==> src/rtl/uart_tx_fifo_if.sv <==
// Byte-stream handshake between a producer and uart_tx_fifo.
//   s_valid : producer has a payload word on s_data
//   s_ready : transmitter FIFO can accept a word this cycle
//   s_data  : payload word, DATA_BITS wide, sent LSB first
// A transfer happens on any rising clock edge with s_valid && s_ready.
// master = producer side, slave = transmitter side.
interface uart_tx_fifo_if #(
    parameter int DATA_BITS = 8
);
    logic                 s_valid;
    logic                 s_ready;
    logic [DATA_BITS-1:0] s_data;

    modport master (
        output s_valid,
        output s_data,
        input  s_ready
    );

    modport slave (
        input  s_valid,
        input  s_data,
        output s_ready
    );
endinterface

==> src/rtl/uart_tx_fifo.sv <==
// UART transmitter with an input FIFO and a run-time selectable frame format
// (DATA_BITS payload bits, optional even/odd parity, one or two stop bits).
// Bit timing comes from the shared one-tick-per-bit baud enable.
// Ports:
//   clk, rst_n   : clock, asynchronous active-low reset
//   tick         : baud enable, one clk-wide pulse per bit period
//   s            : producer stream (slave modport: s_valid, s_ready, s_data)
//   parity_mode  : 00 none, 01 even, 10 odd, 11 none; latched per frame
//   two_stop     : 1 = two stop bits; latched per frame
//   tx           : serial line, idle high
//   busy         : frame in progress (start through last stop bit)
//   fifo_count   : words waiting in the FIFO (frame in flight not counted)
//   frame_done   : one-cycle pulse at the end of the last stop bit
module uart_tx_fifo #(
    parameter int DATA_BITS  = 8,
    parameter int FIFO_DEPTH = 4,
    parameter int CNT_W      = $clog2(FIFO_DEPTH + 1)
) (
    input  logic             clk,
    input  logic             rst_n,
    input  logic             tick,
    uart_tx_fifo_if.slave    s,
    input  logic [1:0]       parity_mode,
    input  logic             two_stop,
    output logic             tx,
    output logic             busy,
    output logic [CNT_W-1:0] fifo_count,
    output logic             frame_done
);

    localparam int PTR_W = $clog2(FIFO_DEPTH);
    localparam int IDX_W = $clog2(DATA_BITS);
    localparam logic [IDX_W-1:0] LAST_IDX = IDX_W'(DATA_BITS - 1);

    typedef enum logic [2:0] {
        S_IDLE   = 3'd0,
        S_START  = 3'd1,
        S_DATA   = 3'd2,
        S_PARITY = 3'd3,
        S_STOP   = 3'd4
    } state_t;

    // ------------------------------------------------------------------
    // Input FIFO (registered, head word visible to the FSM without delay)
    // ------------------------------------------------------------------
    logic [DATA_BITS-1:0] mem_q [FIFO_DEPTH];
    logic [PTR_W-1:0]     wr_ptr_q, rd_ptr_q;
    logic [CNT_W-1:0]     count_q, count_d;
    logic                 ready_q;
    logic                 push, pop, fifo_empty;

    assign fifo_empty = (count_q == '0);
    assign push       = s.s_valid && ready_q;

    always_comb begin
        count_d = count_q;
        case ({push, pop})
            2'b10:   count_d = count_q + CNT_W'(1);
            2'b01:   count_d = count_q - CNT_W'(1);
            default: count_d = count_q;
        endcase
    end

    // Storage carries no reset: clearing the pointers discards its contents.
    always_ff @(posedge clk) begin
        if (push) begin
            mem_q[wr_ptr_q] <= s.s_data;
        end
    end

    // Pointers wrap naturally because FIFO_DEPTH is a power of two.
    // s_ready is computed from the next count so it stays aligned with
    // fifo_count while both are registered.
    always_ff @(posedge clk or negedge rst_n) begin
        if (!rst_n) begin
            wr_ptr_q <= '0;
            rd_ptr_q <= '0;
            count_q  <= '0;
            ready_q  <= 1'b0;
        end else begin
            if (push) begin
                wr_ptr_q <= wr_ptr_q + PTR_W'(1);
            end
            if (pop) begin
                rd_ptr_q <= rd_ptr_q + PTR_W'(1);
            end
            count_q <= count_d;
            ready_q <= (count_d != CNT_W'(FIFO_DEPTH));
        end
    end

    // ------------------------------------------------------------------
    // Frame FSM
    // ------------------------------------------------------------------
    state_t               state_q, state_d;
    logic [DATA_BITS-1:0] data_q, data_d;
    logic [IDX_W-1:0]     idx_q, idx_d;
    logic [IDX_W-1:0]     idx_nxt;
    logic [1:0]           pmode_q, pmode_d;
    logic                 two_q, two_d;
    logic                 stop2_q, stop2_d;
    logic                 tx_q, tx_d;
    logic                 busy_q, busy_d;
    logic                 done_q, done_d;
    logic                 start_frame;
    logic                 parity_en;
    logic                 parity_bit;

    assign idx_nxt    = idx_q + IDX_W'(1);
    assign parity_en  = (pmode_q == 2'b01) || (pmode_q == 2'b10);
    assign parity_bit = (^data_q) ^ (pmode_q == 2'b10);

    always_comb begin
        state_d     = state_q;
        data_d      = data_q;
        idx_d       = idx_q;
        pmode_d     = pmode_q;
        two_d       = two_q;
        stop2_d     = stop2_q;
        tx_d        = tx_q;
        busy_d      = busy_q;
        done_d      = 1'b0;
        start_frame = 1'b0;

        case (state_q)
            S_IDLE: begin
                tx_d   = 1'b1;
                busy_d = 1'b0;
                if (!fifo_empty) begin
                    start_frame = 1'b1;
                end
            end
            S_START: begin
                if (tick) begin
                    state_d = S_DATA;
                    tx_d    = data_q[0];
                    idx_d   = '0;
                end
            end
            S_DATA: begin
                if (tick) begin
                    if (idx_q == LAST_IDX) begin
                        if (parity_en) begin
                            state_d = S_PARITY;
                            tx_d    = parity_bit;
                        end else begin
                            state_d = S_STOP;
                            tx_d    = 1'b1;
                            stop2_d = 1'b0;
                        end
                    end else begin
                        idx_d = idx_nxt;
                        tx_d  = data_q[idx_nxt];
                    end
                end
            end
            S_PARITY: begin
                if (tick) begin
                    state_d = S_STOP;
                    tx_d    = 1'b1;
                    stop2_d = 1'b0;
                end
            end
            S_STOP: begin
                tx_d = 1'b1;
                if (tick) begin
                    if (two_q && !stop2_q) begin
                        stop2_d = 1'b1;
                    end else begin
                        done_d = 1'b1;
                        if (!fifo_empty) begin
                            start_frame = 1'b1;
                        end else begin
                            state_d = S_IDLE;
                            busy_d  = 1'b0;
                        end
                    end
                end
            end
            default: begin
                state_d = S_IDLE;
                tx_d    = 1'b1;
                busy_d  = 1'b0;
            end
        endcase

        // Frame setup shared by the idle launch and the back-to-back launch
        // at the end of a stop bit; the frame format is captured here so
        // later changes on the config inputs only affect the next frame.
        if (start_frame) begin
            data_d  = mem_q[rd_ptr_q];
            pmode_d = parity_mode;
            two_d   = two_stop;
            stop2_d = 1'b0;
            state_d = S_START;
            tx_d    = 1'b0;
            busy_d  = 1'b1;
        end
    end

    assign pop = start_frame;

    always_ff @(posedge clk or negedge rst_n) begin
        if (!rst_n) begin
            state_q <= S_IDLE;
            data_q  <= '0;
            idx_q   <= '0;
            pmode_q <= 2'b00;
            two_q   <= 1'b0;
            stop2_q <= 1'b0;
            tx_q    <= 1'b1;
            busy_q  <= 1'b0;
            done_q  <= 1'b0;
        end else begin
            state_q <= state_d;
            data_q  <= data_d;
            idx_q   <= idx_d;
            pmode_q <= pmode_d;
            two_q   <= two_d;
            stop2_q <= stop2_d;
            tx_q    <= tx_d;
            busy_q  <= busy_d;
            done_q  <= done_d;
        end
    end

    assign s.s_ready  = ready_q;
    assign tx         = tx_q;
    assign busy       = busy_q;
    assign fifo_count = count_q;
    assign frame_done = done_q;

endmodule
==> src/flat_wrapper.sv <==
// flat-port wrapper written by rule: the top's interface ports become plain ports
module uart_tx_fifo_flat 
#(
    parameter int DATA_BITS  = 8,
    parameter int FIFO_DEPTH = 4,
    parameter int CNT_W      = $clog2(FIFO_DEPTH + 1)
)
  (clk, rst_n, tick, parity_mode, two_stop, tx, busy, fifo_count, frame_done, s_s_valid, s_s_data, s_s_ready);
  uart_tx_fifo_if #(.DATA_BITS(DATA_BITS)) s_i ();
  input  logic clk;
  input  logic rst_n;
  input  logic tick;
  input  logic [1:0] parity_mode;
  input  logic two_stop;
  output logic tx;
  output logic busy;
  output logic [CNT_W-1:0] fifo_count;
  output logic frame_done;
  input wire logic [$bits(s_i.s_valid)-1:0] s_s_valid;
  input wire logic [$bits(s_i.s_data)-1:0] s_s_data;
  output wire logic [$bits(s_i.s_ready)-1:0] s_s_ready;
  assign s_i.s_valid = s_s_valid;
  assign s_i.s_data = s_s_data;
  assign s_s_ready = s_i.s_ready;
  uart_tx_fifo #(.DATA_BITS(DATA_BITS), .FIFO_DEPTH(FIFO_DEPTH), .CNT_W(CNT_W)) u_core (.clk(clk), .rst_n(rst_n), .tick(tick), .s(s_i), .parity_mode(parity_mode), .two_stop(two_stop), .tx(tx), .busy(busy), .fifo_count(fifo_count), .frame_done(frame_done));
endmodule
==> config.mk <==
export PLATFORM = sky130hd
export DESIGN_NAME = uart_tx_fifo_flat
export DESIGN_NICKNAME = d
export VERILOG_FILES = /design/src/rtl/uart_tx_fifo_if.sv /design/src/rtl/uart_tx_fifo.sv /design/src/flat_wrapper.sv
export SDC_FILE = /design/constraint.sdc
export NUM_CORES = 1
export LEC_CHECK = 0
export BUFFER_PORTS_ARGS = -buffer_cell sky130_fd_sc_hd__buf_2
export CORE_MARGIN = 2
export CORE_UTILIZATION = 45
export CTS_BUF_LIST = sky130_fd_sc_hd__clkbuf_8 sky130_fd_sc_hd__clkbuf_16
export DETAILED_ROUTE_END_ITERATION = 10
export SYNTH_ARGS = -nofsm -noshare
export SYNTH_HDL_FRONTEND = slang
export SYNTH_SLANG_ARGS = --single-unit
==> constraint.sdc <==
create_clock -name clk -period 5.03 [get_ports clk]
set_input_delay 1.509 -clock clk [delete_from_list [all_inputs] [get_ports clk]]
set_output_delay 1.509 -clock clk [all_outputs]
set_load 0.005 [all_outputs]
==> flow_summary.yaml <==
run_status:
  outcome: "finished clean"
worst_setup_path:
  cp_slowest_cell: "fa_1"
  cp_slowest_stage_delay_ns: 0.37
  r2r_start: "u_core.state_q[0]"
  worst-path-max-fanout: 15
  cp.required_ns: 5.24
  crit_top_cell: "xor2_1"
  critical_path.top_delay_family: "adder cells"
  crit_start: "tick"
  cp.arrival_ns: 3.39
  start_kind: "primary input"
  crit_chain: "buf_2 -> o21ai_2 -> a21o_4 -> inv_4 -> ha_1 -> inv_1 -> fa_1 -> xor2_1 -> nor2_1 -> xor2_1 -> nand2_1"
  critPathCaptureType: "flip-flop"
  worst-path-buf-inv: 3
  worstSetupPathType: "primary input to flip-flop"
synthesis:
  syn-num-nets: 217
  synth.distinct_cells: 47
  yosysWarnings: 0
  synth_area_sq_um: 2820
  postSynth.asyncResetShare_pct: 47.54
  synth-edff-count: 32
  syn_inst: 193
  ys_ff_latch: 61
  ys.flop_type: "edfxtp_1"
  ys_seq_area_share_pct: 59.85
  avgSynthCellArea_sq_um: 14.61
sta:
  fin_skew_ns: 0.008290
  tightestPinTransition_ns: 0.6405
  fin_ws_ns: 1.849
  fmax_mhz: 314.4
  period_needed_ns: 3.181
  rsz0062_at_grt: "no"
  hold_viol: 0
  tns_ns: 0
  finalMaxSlewViolations: 0
  post-route-period-util_pct: 63.24
  finalSetupViolations: 0
  slew-limit-headroom_pct: 57.30
layout:
  area_growth_pct: 11.89
  seq_area_sq_um: 1688
  n_antenna_cell: 0
  drive_above_1_share_pct: 28.25
  final.fill_count: 519
  multi_input_area_sq_um: 1049
  finalNetCount: 242
place:
  place.gp.congestion: 0.8068
  hpwl_um: 3325
  port_buffers: 21
  pre_cts_ws_ns: 1.488
grt:
  overflow: 0
  grtUsageTotal_pct: 14.63
  grt_max_degree: 30
  grt_pass1_vias: 1628
  grt_pass1_wl_um: 7797
  antenna_found_initial: 0
clock_tree:
  htreeDepth: 3
  hold_buffers: 0
  cts_buffers: 9
  cts_sinks: 61
  clk_root_buffer_cell: "clkbuf_8"
  path_clk_slew_ns: 0.06
  cts_tree: "yes"
  cts-resized-gates: 0
  cts_post_setup_buffers_inserted: 0
  clk_latency_ns: 0.33
  clock_path_buffers: 2
floorplan:
  core_region_area_sq_um: 5991
  fp.dieArea_sq_um: 6916
  die_h_um: 83.17
  io_pins: 22
  die_w_um: 83.17
  rows: 28
  initial_utilization_pct: 47.08
power_and_ir_drop:
  p_sw_share_pct: 33.68
  power.share.sequential_pct: 41.7
  ir_drop_uv: 304.7
  p_sw_w: 0.0006913
  pwr-share-clk_pct: 19.5
  p_leak_nw: 1.279
  powerDensity_nw_per_um2: 650.5
  report.power.total_w: 0.002053
  combPwrFrac_pct: 38.8
  intPower_w: 0.001361
routing:
  drt_iter0_markers: 86
  avgViaCountPerCell: 5.383
  ant_nets: 0
  vias: 1604
  drc: 0
  wl_per_cell_um: 15.63
  dr.pass1.iters: 4
  wl_um: 4657
min_path:
  min_from: "u_core.idx_q[1]"
  hold_class: "flip-flop to flip-flop"
run:
  max_cap_violations: 0
-- cells in the mapped netlist, types with 2 or more instances --
master | number | area [sq um]
edfxtp_1 | 32 | 960.9
dfrtp_1 | 28 | 700.7
nand2_1 | 17 | 63.81
o21ai_0 | 10 | 50.05
nor2_1 | 9 | 33.78
xnor2_1 | 9 | 78.83
ha_1 | 8 | 100.1
inv_1 | 8 | 30.03
mux4_2 | 8 | 180.2
mux2_2 | 7 | 78.83
and3_1 | 5 | 31.28
a21oi_1 | 3 | 15.01
mux2_4 | 3 | 45.04
o22ai_1 | 3 | 18.77
xor2_1 | 3 | 26.28
a21boi_0 | 2 | 15.01
buf_2 | 2 | 10.01
buf_6 | 2 | 22.52
mux2i_1 | 2 | 20.02
mux4_1 | 2 | 52.55
nand2b_1 | 2 | 12.51
nor2b_1 | 2 | 12.51
or2_2 | 2 | 12.51
-- worst min-delay path: cells and delay by family (launching register included) --
family / cells / cell delay (ns)
simple gates: 1 / 0.05
flops: 1 / 0.35
compound gates: 1 / 0.06
-- kinds of logic (layout without fill, tap and decap cells) --
kind of cell             Yosys count  count (layout)  synth area share, %
flip-flops                        61              61                59.85
AND/OR/NAND/NOR                   43              43                7.985
AO/OA/AOI/OAI                     29              29                7.054
multiplexers                      22              22                13.35
buffers and inverters             16              46                2.972
XOR/XNOR                          13              13                4.526
adder cells (fa/ha/maj)            9               9                4.259
-- sequential cells by signal (all words and copies together) (netlist names), 2 cells and up --
signal             count
u_core.data_q          8
u_core.fifo_count      3
u_core.idx_q           3
u_core.mem_q          32
u_core.pmode_q         2
u_core.rd_ptr_q        2
u_core.state_q         3
u_core.wr_ptr_q        2
-- power by group through the flow --
| stage | logic [W] | clock network [W] | registers [W] |
|---|---|---|---|
| final | 0.000797 | 0.000401 | 0.000855 |
| after CTS | 0.000811 | 0.000412 | 0.000858 |
| after floorplan | 0.000735 | 0 | 0.000778 |
| after global placement | 0.000788 | 0 | 0.000855 |
| after global routing | 0.000876 | 0.000436 | 0.000881 |
| after detailed placement | 0.000809 | 0 | 0.000867 |
-- final cells by class --
cell class                 count  area share (%)
sequential                    61           53.49
inverter                       9           1.150
tap                           75           2.974
timing repair buffer          21           3.331
multi-input combinational    116           33.23
clock buffer                   9           3.925
clock inverter                 7           1.903
-- cell usage in the layout, fill, tap and decap left out, drive strengths merged, types with 2 or more instances in the layout --
cell / synthesis / final
buf: 6 / 21
mux4: 10 / 10
edfxtp: 32 / 32
or2: 2 / 2
nand2b: 3 / 3
and3: 5 / 5
a21oi: 3 / 3
o311ai: 2 / 2
clkinv: 0 / 3
xor2: 3 / 3
inv: 9 / 11
mux2i: 2 / 2
o22ai: 3 / 3
ha: 8 / 8
a21boi: 2 / 2
nor2b: 2 / 2
dfrtp: 28 / 28
o21ai: 12 / 12
xnor2: 9 / 9
nand2: 17 / 17
clkbuf: 1 / 9
a21o: 2 / 2
nor2: 10 / 10
mux2: 10 / 10
nor3: 2 / 2
-- stage by stage --
step | hold slack, ns | utilization [%] | cells | area [sq um]
global placement | 0.4718 | 49.60 | 282 | 2972
global route | 0.5352 | 52.67 | 298 | 3156
finish | 0.4969 | 52.67 | 298 | 3156
CTS | 0.5022 | 52.67 | 298 | 3156
detailed placement | 0.4876 | 49.60 | 282 | 2972
floorplan | 0.4483 | - | 193 | 2820
-- layer usage --
metal,vias up,global-route usage (%),wire length (um)
met5,-,0,0
li1,759,-,-
met4,0,7.601,65
met1,802,17.71,2015
met2,37,24.71,2381
met3,6,2.982,195
-- path summary, 6_finish.rpt --
path | to | slack [ns] | cells past startpoint
max | u_core.s.s_ready | 1.85 | 11
min | u_core.idx_q[1] | 0.50 | 2
max reg2reg | u_core.s.s_ready | 2.54 | 11
min reg2reg | u_core.idx_q[1] | 0.50 | 2
max in group asynchronous | u_core.pmode_q[0] | 3.40 | 1
min in group asynchronous | u_core.idx_q[2] | 1.21 | 1
(Power assumes the default switching activity.)
